$ cat src/rtl/teeter_game_ctrl.sv
// -----------------------------------------------------------------------------
// teeter_game_ctrl
// Game sequencer for the teeter ball. Loads the level start point into the ball
// physics block, gates physics, runs the pre-play countdown and the per-attempt
// time limit, detects hole and goal hits once per frame, and tracks lives and
// level progression.
//
// Optional feature macro: TEETER_PAUSE_EN
//   defined   -> pause_btn toggles a freeze of PLAY (reported as o_state = PLAY)
//   undefined -> pause_btn is accepted but ignored; no pause logic is built
// -----------------------------------------------------------------------------
module teeter_game_ctrl #(
    parameter int SPRITE_SIZE      = 32,
    parameter int HIT_R            = 12,
    parameter int LEVELS           = 4,
    parameter int LIVES            = 3,
    parameter int FPS              = 60,
    parameter int COUNTDOWN_FRAMES = 180,
    parameter int TIME_LIMIT_S     = 60,
    parameter int HOLD_FRAMES      = 90
) (
    input  logic       CLK,
    input  logic       rst_n,
    input  logic       screenend,
    input  logic       start_btn,
    input  logic [9:0] bl_x,
    input  logic [9:0] bl_y,
    input  logic [9:0] i_start_x,
    input  logic [9:0] i_start_y,
    input  logic [9:0] i_hole_x,
    input  logic [9:0] i_hole_y,
    input  logic [9:0] i_goal_x,
    input  logic [9:0] i_goal_y,
    input  logic       pause_btn,
    output logic       is_game_playing,
    output logic       ball_rst,
    output logic [9:0] o_init_x,
    output logic [9:0] o_init_y,
    output logic [2:0] o_state,
    output logic [3:0] o_level,
    output logic [2:0] o_lives,
    output logic [7:0] o_time_left
);

    // ------------------------------------------------------------------
    // Derived constants
    // ------------------------------------------------------------------
    // One frame counter serves both the countdown and the FALL/DONE hold.
    localparam int FRAME_MAX = (COUNTDOWN_FRAMES > HOLD_FRAMES) ? COUNTDOWN_FRAMES : HOLD_FRAMES;
    localparam int FCNT_W    = $clog2(FRAME_MAX + 1);
    localparam int SEC_W     = $clog2(FPS + 1);

    localparam logic [FCNT_W-1:0] FCNT_ONE   = FCNT_W'(1);
    localparam logic [FCNT_W-1:0] COUNT_INIT = FCNT_W'(COUNTDOWN_FRAMES);
    localparam logic [FCNT_W-1:0] HOLD_INIT  = FCNT_W'(HOLD_FRAMES);
    localparam logic [SEC_W-1:0]  SEC_LAST   = SEC_W'(FPS - 1);
    localparam logic [SEC_W-1:0]  SEC_ONE    = SEC_W'(1);
    localparam logic [7:0]        TIME_INIT  = 8'(TIME_LIMIT_S);
    localparam logic [2:0]        LIVES_INIT = 3'(LIVES);
    localparam logic [3:0]        LAST_LEVEL = 4'(LEVELS - 1);

    // Hit arithmetic is done 12 bits wide so centre offsets never wrap.
    localparam logic [11:0] HALF_SPRITE = 12'(SPRITE_SIZE / 2);
    localparam logic [11:0] HIT_WIN     = 12'(HIT_R);

    typedef enum logic [2:0] {
        ST_IDLE  = 3'd0,
        ST_LOAD  = 3'd1,
        ST_COUNT = 3'd2,
        ST_PLAY  = 3'd3,
        ST_FALL  = 3'd4,
        ST_DONE  = 3'd5,
        ST_WIN   = 3'd6,
        ST_OVER  = 3'd7
    } state_t;

    state_t              state_reg,     state_next;
    logic [3:0]          level_reg,     level_next;
    logic [2:0]          lives_reg,     lives_next;
    logic [7:0]          timer_reg,     timer_next;
    logic [FCNT_W-1:0]   frame_cnt_reg, frame_cnt_next;
    logic [SEC_W-1:0]    sec_cnt_reg,   sec_cnt_next;
    logic [9:0]          init_x_reg,    init_x_next;
    logic [9:0]          init_y_reg,    init_y_next;
    logic                playing_reg,   playing_next;
    logic                ball_rst_reg,  ball_rst_next;

    // Pause freeze as seen by the sequencer (constant 0 without the feature).
    logic                frozen;
    logic                frozen_next;

    // ------------------------------------------------------------------
    // Hit detection: four axis probes (hole x/y, goal x/y). A target is hit
    // when both of its axis probes report the ball centre inside the window.
    // ------------------------------------------------------------------
    logic [9:0] probe_pos [4];
    logic [9:0] probe_ctr [4];
    logic [3:0] probe_near;
    logic       hole_hit;
    logic       goal_hit;

    assign probe_pos[0] = bl_x;
    assign probe_pos[1] = bl_y;
    assign probe_pos[2] = bl_x;
    assign probe_pos[3] = bl_y;
    assign probe_ctr[0] = i_hole_x;
    assign probe_ctr[1] = i_hole_y;
    assign probe_ctr[2] = i_goal_x;
    assign probe_ctr[3] = i_goal_y;

    genvar gi;
    generate
        for (gi = 0; gi < 4; gi++) begin : g_probe
            logic [11:0] delta;
            logic [11:0] mag;
            // Signed distance from ball centre to target centre, then |delta|.
            assign delta = {2'b00, probe_pos[gi]} + HALF_SPRITE - {2'b00, probe_ctr[gi]};
            assign mag   = delta[11] ? (12'd0 - delta) : delta;
            assign probe_near[gi] = (mag < HIT_WIN);
        end
    endgenerate

    assign hole_hit = probe_near[0] & probe_near[1];
    assign goal_hit = probe_near[2] & probe_near[3];

    // ------------------------------------------------------------------
    // Optional pause
    // ------------------------------------------------------------------
`ifdef TEETER_PAUSE_EN
    logic paused_reg;
    logic paused_next;

    // Pause flag register; cleared by reset so a new game never starts frozen.
    always_ff @(posedge CLK or negedge rst_n) begin
        if (!rst_n) begin
            paused_reg <= 1'b0;
        end else begin
            paused_reg <= paused_next;
        end
    end

    // Toggle only while PLAY persists; a same-cycle PLAY exit takes priority.
    always_comb begin
        paused_next = paused_reg & (state_reg == ST_PLAY);
        if (state_reg == ST_PLAY && state_next == ST_PLAY && pause_btn) begin
            paused_next = ~paused_reg;
        end
    end

    assign frozen      = paused_reg;
    assign frozen_next = paused_next;
`else
    logic unused_pause_btn;

    assign unused_pause_btn = pause_btn;
    assign frozen           = 1'b0;
    assign frozen_next      = 1'b0;
`endif

    // ------------------------------------------------------------------
    // FSM process 1: state register
    // ------------------------------------------------------------------
    // Holds the sequencer state; reset drops straight back to IDLE.
    always_ff @(posedge CLK or negedge rst_n) begin
        if (!rst_n) begin
            state_reg <= ST_IDLE;
        end else begin
            state_reg <= state_next;
        end
    end

    // Game counters and the latched start position.
    always_ff @(posedge CLK or negedge rst_n) begin
        if (!rst_n) begin
            level_reg     <= 4'd0;
            lives_reg     <= LIVES_INIT;
            timer_reg     <= TIME_INIT;
            frame_cnt_reg <= '0;
            sec_cnt_reg   <= '0;
            init_x_reg    <= 10'd0;
            init_y_reg    <= 10'd0;
        end else begin
            level_reg     <= level_next;
            lives_reg     <= lives_next;
            timer_reg     <= timer_next;
            frame_cnt_reg <= frame_cnt_next;
            sec_cnt_reg   <= sec_cnt_next;
            init_x_reg    <= init_x_next;
            init_y_reg    <= init_y_next;
        end
    end

    // ------------------------------------------------------------------
    // FSM process 2: next state and counter updates
    // ------------------------------------------------------------------
    // All frame-driven work happens only on screenend; start wins in IDLE/WIN/OVER.
    always_comb begin
        state_next     = state_reg;
        level_next     = level_reg;
        lives_next     = lives_reg;
        timer_next     = timer_reg;
        frame_cnt_next = frame_cnt_reg;
        sec_cnt_next   = sec_cnt_reg;
        init_x_next    = init_x_reg;
        init_y_next    = init_y_reg;

        case (state_reg)
            ST_IDLE, ST_WIN, ST_OVER: begin
                if (start_btn) begin
                    state_next = ST_LOAD;
                    level_next = 4'd0;
                    lives_next = LIVES_INIT;
                end
            end

            ST_LOAD: begin
                // The level ROM is addressed by level_reg, already settled here.
                init_x_next    = i_start_x;
                init_y_next    = i_start_y;
                timer_next     = TIME_INIT;
                frame_cnt_next = COUNT_INIT;
                state_next     = ST_COUNT;
            end

            ST_COUNT: begin
                if (screenend) begin
                    if (frame_cnt_reg == FCNT_ONE) begin
                        state_next   = ST_PLAY;
                        sec_cnt_next = '0;
                    end else begin
                        frame_cnt_next = frame_cnt_reg - FCNT_ONE;
                    end
                end
            end

            ST_PLAY: begin
                if (screenend && !frozen) begin
                    if (goal_hit) begin
                        state_next     = ST_DONE;
                        frame_cnt_next = HOLD_INIT;
                    end else if (hole_hit) begin
                        state_next     = ST_FALL;
                        frame_cnt_next = HOLD_INIT;
                    end else if (sec_cnt_reg == SEC_LAST) begin
                        sec_cnt_next = '0;
                        timer_next   = timer_reg - 8'd1;
                        if (timer_reg == 8'd1) begin
                            state_next     = ST_FALL;
                            frame_cnt_next = HOLD_INIT;
                        end
                    end else begin
                        sec_cnt_next = sec_cnt_reg + SEC_ONE;
                    end
                end
            end

            ST_FALL: begin
                if (screenend) begin
                    if (frame_cnt_reg == FCNT_ONE) begin
                        if (lives_reg == 3'd1) begin
                            state_next = ST_OVER;
                            lives_next = 3'd0;
                        end else begin
                            state_next = ST_LOAD;
                            lives_next = lives_reg - 3'd1;
                        end
                    end else begin
                        frame_cnt_next = frame_cnt_reg - FCNT_ONE;
                    end
                end
            end

            ST_DONE: begin
                if (screenend) begin
                    if (frame_cnt_reg == FCNT_ONE) begin
                        if (level_reg == LAST_LEVEL) begin
                            state_next = ST_WIN;
                        end else begin
                            state_next = ST_LOAD;
                            level_next = level_reg + 4'd1;
                        end
                    end else begin
                        frame_cnt_next = frame_cnt_reg - FCNT_ONE;
                    end
                end
            end

            default: begin
                state_next = ST_IDLE;
            end
        endcase
    end

    // ------------------------------------------------------------------
    // FSM process 3: outputs, decoded from the next state and registered
    // ------------------------------------------------------------------
    // Physics runs only in an unfrozen PLAY; ball is held in reset outside PLAY.
    always_comb begin
        playing_next  = (state_next == ST_PLAY) && !frozen_next;
        ball_rst_next = (state_next != ST_PLAY);
    end

    // Output registers so control lines line up with o_state.
    always_ff @(posedge CLK or negedge rst_n) begin
        if (!rst_n) begin
            playing_reg  <= 1'b0;
            ball_rst_reg <= 1'b1;
        end else begin
            playing_reg  <= playing_next;
            ball_rst_reg <= ball_rst_next;
        end
    end

    assign is_game_playing = playing_reg;
    assign ball_rst        = ball_rst_reg;
    assign o_init_x        = init_x_reg;
    assign o_init_y        = init_y_reg;
    assign o_state         = state_reg;
    assign o_level         = level_reg;
    assign o_lives         = lives_reg;
    assign o_time_left     = timer_reg;

endmodule

$ cat config.mk
export PLATFORM = sky130hd
export DESIGN_NAME = teeter_game_ctrl
export DESIGN_NICKNAME = d
export VERILOG_FILES = /design/src/rtl/teeter_game_ctrl.sv
export SDC_FILE = /design/constraint.sdc
export NUM_CORES = 1
export LEC_CHECK = 0
export ABC_AREA = 1
export ABC_CLOCK_PERIOD_IN_PS = 3850
export CAP_MARGIN = 20
export CORE_MARGIN = 2
export CORE_UTILIZATION = 30
export CTS_CLUSTER_DIAMETER = 40
export DETAILED_ROUTE_END_ITERATION = 10
export PLACE_DENSITY = 0.61
export REMOVE_ABC_BUFFERS = 1
export SLEW_MARGIN = 20
export SYNTH_ARGS = -nofsm -noshare
export SYNTH_HDL_FRONTEND = slang
export SYNTH_SLANG_ARGS = --single-unit
$ cat constraint.sdc
create_clock -name CLK -period 3.85 [get_ports CLK]
set_input_delay 0.385 -clock CLK [delete_from_list [all_inputs] [get_ports CLK]]
set_output_delay 0.385 -clock CLK [all_outputs]
set_load 0.01 [all_outputs]
After elaboration in Yosys (flattened, before gate mapping)
Index checks and enable logic that the tools add are counted.
W data, S select, Z words.
Storage, ports and cells
  bits in registers: 54
  latch bits: 0
  RAM bits: 0
  memory bits (read-only): 0
  bits of input ports: 85
  logic and storage cells: 123
  memories: 0
Cells by class
  $add $sub $neg: 15
  multipliers: 0
  divide/modulo/power cells: 0
  magnitude comparators: 4
  equality and inequality tests: 30
  shifts and indexed selects: 0
  multiplexer cells: 49
  bitwise gates (word level): 2
  reductions and logical operators: 13
Operators by type and width (count)
  $mux W8: 11
  $mux W3: 18
  $lt A12 B4 Y1 const B: 4
  $mux W12: 4
  $sub A1 B12 Y12 const A: 4
  $mux W6: 6
  $ne A2 B2 Y1 const B: 13
  $pmux W8 S3: 1
  $sub A11 B10 Y12: 2
  $sub A12 B10 Y12: 2
  $add A10 B5 Y11 const B: 2
  $pmux W3 S6: 1
  $eq A8 B1 Y1 const B: 2
  $mux W4: 4
  $pmux W8 S2: 1
  $sub A8 B1 Y8 const B: 2
  $eq A3 B3 Y1 const B: 4
  $pmux W6 S2: 1
  $reduce_and A6 Y1: 2
  $reduce_and A5 Y1: 2
  $eq A3 B2 Y1 const B: 3
  $ne A4 B4 Y1 const B: 2
  $pmux W4 S2: 1
  $reduce_bool A2 Y1: 4
  14 further kinds: 17

Logic depth before layout (Yosys ltp)
  depth in word-level cells: 11
  gate-level depth with buffers: 25
  mapped depth without buffers: 25

Least setup slack after synthesis
No wires, ideal clock.
  kind: input to register
  from: input bl_x[4]
  to: register playing_reg (netlist: is_game_playing)
  setup time: 0.117 ns
  arrival: 2.817 ns
  required time: 3.733 ns
  path slack: 0.916 ns
  stages: 21
  path through: ha_1 nand3_1 xor2_1 inv_1 ha_1 nand2_1 inv_1 a21oi_2 nand3_4 nand2_4 nand2_2 nor2_1 xor2_1 nand3_1 nor2_2 nand3_2 nand4_2 buf_6 nand2_2 nand3_1 nor2_1
On the way
  word-level cells in the longest chain between the ends: 11
  elaborated cells between the ends (all ways): 16
  classes of those cells: add/sub: 5; order compare: 2; eq/ne: 1; mux: 6; bitwise: 2
RTL lines
  from (decl): line 26  | input logic [9:0] bl_x,
  $add A10 B5 Y11 *: line 117  | assign delta = {2'b00, probe_pos[gi]} + HALF_SPRITE - {2'b00, probe_ctr[gi]};
  $sub A12 B10 Y12: line 117
  $sub A1 B12 Y12: line 118  | assign mag = delta[11] ? (12'd0 - delta) : delta;
  $mux W12: line 118
  $lt A12 B4 Y1: line 119  | assign probe_near[gi] = (mag < HIT_WIN);
  $and A1 B1 Y1: line 123  | assign hole_hit = probe_near[0] & probe_near[1];
  $mux W3: line 241  | end else if (hole_hit) begin
  $mux W3 *: line 238  | if (goal_hit) begin
  $mux W3 *: line 237  | if (screenend && !frozen) begin
  $pmux W3 S6 *: line 207  | case (state_reg)
  $eq A3 B2 Y1 *: line 299  | playing_next = (state_next == ST_PLAY) && !frozen_next;
  named net playing_next: line 85  | logic playing_reg, playing_next;
  to (signal assigned): line 309  | playing_reg <= playing_next;
  to (decl): line 85
Mark *: on every way through the listed nets, which the timed path passes. The rest lies on a longest branch.
A chain may end at the register's enable or synchronous reset.

Worst setup path after layout
  from: input bl_y[4]
  to: register playing_reg (netlist: is_game_playing)
On the way
  word-level cells in the longest chain between the ends: 11
  elaborated cells between the ends (all ways): 16
  classes of those cells: add/sub: 5; order compare: 2; eq/ne: 1; mux: 6; bitwise: 2
RTL lines
  from (decl): line 27  | input logic [9:0] bl_y,
  $add A10 B5 Y11 *: line 117
  $sub A12 B10 Y12: line 117
  $sub A1 B12 Y12: line 118
  $mux W12: line 118
  $lt A12 B4 Y1: line 119
  $and A1 B1 Y1: line 123
  $mux W3: line 241
  $mux W3 *: line 238
  $mux W3 *: line 237
  $pmux W3 S6 *: line 207
  $eq A3 B2 Y1 *: line 299
  named net playing_next: line 85
Marks and branches as above.

==> results.py <==
metrics = {
    "synthesis": {
        "ys_warn_count": 0,
        "syn_area_per_cell_um2": 6.02,
        "ys_seq_area_share_pct": 19.9,
        "synth-edff-count": 0,
        "ys_ff_latch": 54,
        "synth.distinct_cells": 49,
        "synthArstFlopShare_pct": 100,
        "syn_inst": 1138,
        "dominantRegCellSynth": "dfrtp_1",
        "mappedNetlistArea_um2": 6850,
    },
    "global_routing": {
        "antenna_found_initial": 0,
        "globalRouteTotalUtil_pct": 14.9,
        "grt_first_pass_wirelength_um": 30500,
        "grt_max_degree": 37,
        "gr-total-overflow": 0,
        "grt_pass1_vias": 6578,
    },
    "cells_and_area": {
        "layout.cells.most_common": "nand2_1",
        "nNetsFinal": 1410,
        "multi_input_area_um2": 4680,
        "fin_cells": 1557,
        "regArea_um2": 1360,
        "n_antenna_cell": 0,
        "drive_gt1_share_pct": 8.33,
        "nFillCells": 2400,
        "layout_common_cells": "nand2_1 (426), inv_1 (190), clkdlybuf4s50_1 (122), nand3_1 (95), nor2_1 (89)",
        "areaGrowthSynthToFinish_pct": 25.6,
    },
    "sta": {
        "min_period_over_period_pct": 91.0,
        "period_needed_ns": 3.50,
        "max_freq_mhz": 285,
        "fin_hold_ws_ns": 0.195,
        "rsz0062_at_grt": "no",
        "setup_tns_ns": 0,
        "hold_violations": 0,
        "slew_headroom_pct": 44.1,
        "setup_viol": 0,
        "fin_skew_ns": 0.00721,
        "slew_violations": 0,
        "tightestPinTransition_ns": 0.838,
    },
    "pwr": {
        "p_leak_nw": 4.66,
        "power.density_nw_per_um2": 468,
        "pwr-share-clk_pct": 11.0,
        "power_switching_mw": 1.87,
        "p_comb_share_pct": 63.4,
        "seq_power_share_pct": 25.6,
        "vdd.ir_drop.worst_mv": 0.237,
        "swShare_pct": 46.4,
        "p_int_mw": 2.15,
    },
    "setup_path": {
        "worst_path_max_delay_cell": "clkdlybuf4s50_1",
        "cp_cell_sequence": "clkdlybuf4s50_1 -> ha_1 -> nand3_1 -> xor2_1 -> inv_1 -> ha_1 -> a21oi_1 -> o21ai_0 -> nor2_1 -> nand2_1 -> inv_2 -> o21ai_1 -> nand2_1 -> nand2_1 -> nor2_1 -> nand3_1 -> nor2_2 -> nand3_2 -> nand4_2 -> buf_4 -> nand2_2 -> nand3_1 -> nor2_1",
        "crit_family": "simple AND/OR/NAND/NOR gates",
        "setup.worst_path.class": "in2reg",
        "worstPathArrival_ns": 3.69,
        "critical_path.startpoint_type": "input port",
        "critPathMaxFanout": 7,
        "worst_setup_path_end_kind": "flop",
        "slowest_delay_ns": 0.53,
        "path_buf_inv": 4,
        "worstPathRequired_ns": 4.04,
    },
    "routing": {
        "drt_iter0_drc": 327,
        "wl_per_cell_um": 11.5,
        "firstDrtPassIters": 5,
        "vias": 7051,
        "antenna_left": 0,
        "routed_wl_um": 17900,
        "drc": 0,
        "vias_per_cell": 4.53,
    },
    "placed_design": {
        "dpl.hpwl_um": 15000,
        "gp_congestion": 0.829,
        "dp.cells": 1549,
        "portBuffers": 123,
    },
    "floorplan": {
        "die_h_um": 155,
        "rows": 55,
        "ios": 125,
        "die-area_um2": 24000,
        "core_um2": 22500,
        "initial_core_util_pct": 30.4,
        "dieWidth_um": 155,
    },
    "clocking": {
        "clock_latency_ns": 0.29,
        "cts_tree": "built",
        "cts.htree.levels": 2,
        "clockRootBuffer": "clkbuf_16",
        "holdBufCountCts": 0,
        "cts_resized": 0,
        "ctsLongestPathBuffers": 2,
        "clk_pin_slew_worst_paths_ns": 0.07,
        "cts.sinks": 54,
        "cts_made_buffers": 5,
        "cts_setup_buffers": 0,
    },
    "job": {
        "drv_cap": 0,
    },
    "hold_path": {
        "hold_path_class": "in2async",
    },
    "run_status": {
        "run_status": "completed",
    },
}
[cell usage after synthesis, types with 8 or more instances]
master	number	share of area, %
nand2_1	426	23
inv_1	190	10
nand3_1	95	6.9
nor2_1	89	4.9
ha_1	50	9.1
dfrtp_1	47	17
a21oi_1	33	2.4
nand4_1	28	2.6
nand2_2	22	2.0
xor2_1	19	2.4
o21ai_0	12	0.88
nand3b_1	10	1.1
o21ai_2	10	1.3
nand3_2	9	1.3
nor2_2	9	0.82
xnor2_1	8	1.0
[power groups by stage]
stage          clock network [mW]  registers (mW)  logic (mW)
3_3_place_gp                    0            1.03        2.51
3_5_place_dp                    0            1.03        2.55
5_1_grt                     0.484            1.07        2.88
4_1_cts                     0.458            1.03        2.56
6_report                    0.442            1.03        2.55
2_1_floorplan                   0            1.09        1.57
[final timing paths]
path	start	end	slack, ns	depth (start not counted)
max reg2reg	o_state[0]	o_lives[2]	1.13	12
min reg2reg	o_init_x[8]	o_init_x[8]	0.48	2
max in group asynchronous	rst_n	o_time_left[4]	2.81	2
min in group CLK	o_init_x[8]	o_init_x[8]	0.48	2
min	rst_n	o_init_y[5]	0.20	1
max	bl_y[4]	is_game_playing	0.35	23
[routing by layer]
layer	track usage [%]	up-vias	part of all wire (%)
li1	-	3827	-
met3	1.59	15	2.3
met2	26.4	102	47
met5	0	-	0
met1	20.1	3107	49
met4	1.90	0	0.96
[cells by family (layout without fill, tap and decap cells)]
family,Yosys count,count (layout),synth area share [%]
simple gates,715,715,46.6
buf+inv,206,340,11.8
compound gates,79,79,7.22
fa+ha+maj,54,54,10.3
flops,54,54,19.9
xor+xnor,30,30,4.17
[cell type report]
cell class	count	area share, %
multi-input combinational	878	54.5
timing repair buffer	135	15.3
inverter	197	8.63
tap	285	4.15
sequential	54	15.8
clock buffer	8	1.59
[metrics by stage]
step	util (%)	cell area [um2]	setup slack, ns	power, mW
2_1_floorplan	-	6780	0.840	2.65
3_5_place_dp	37.6	8450	0.0397	3.58
3_3_place_gp	37.6	8450	0.0843	3.54
6_report	38.2	8600	0.347	4.02
5_1_grt	38.2	8600	0.0289	4.43
4_1_cts	38.2	8590	0.336	4.04
Note: power is estimated with default switching activity, not from simulation.
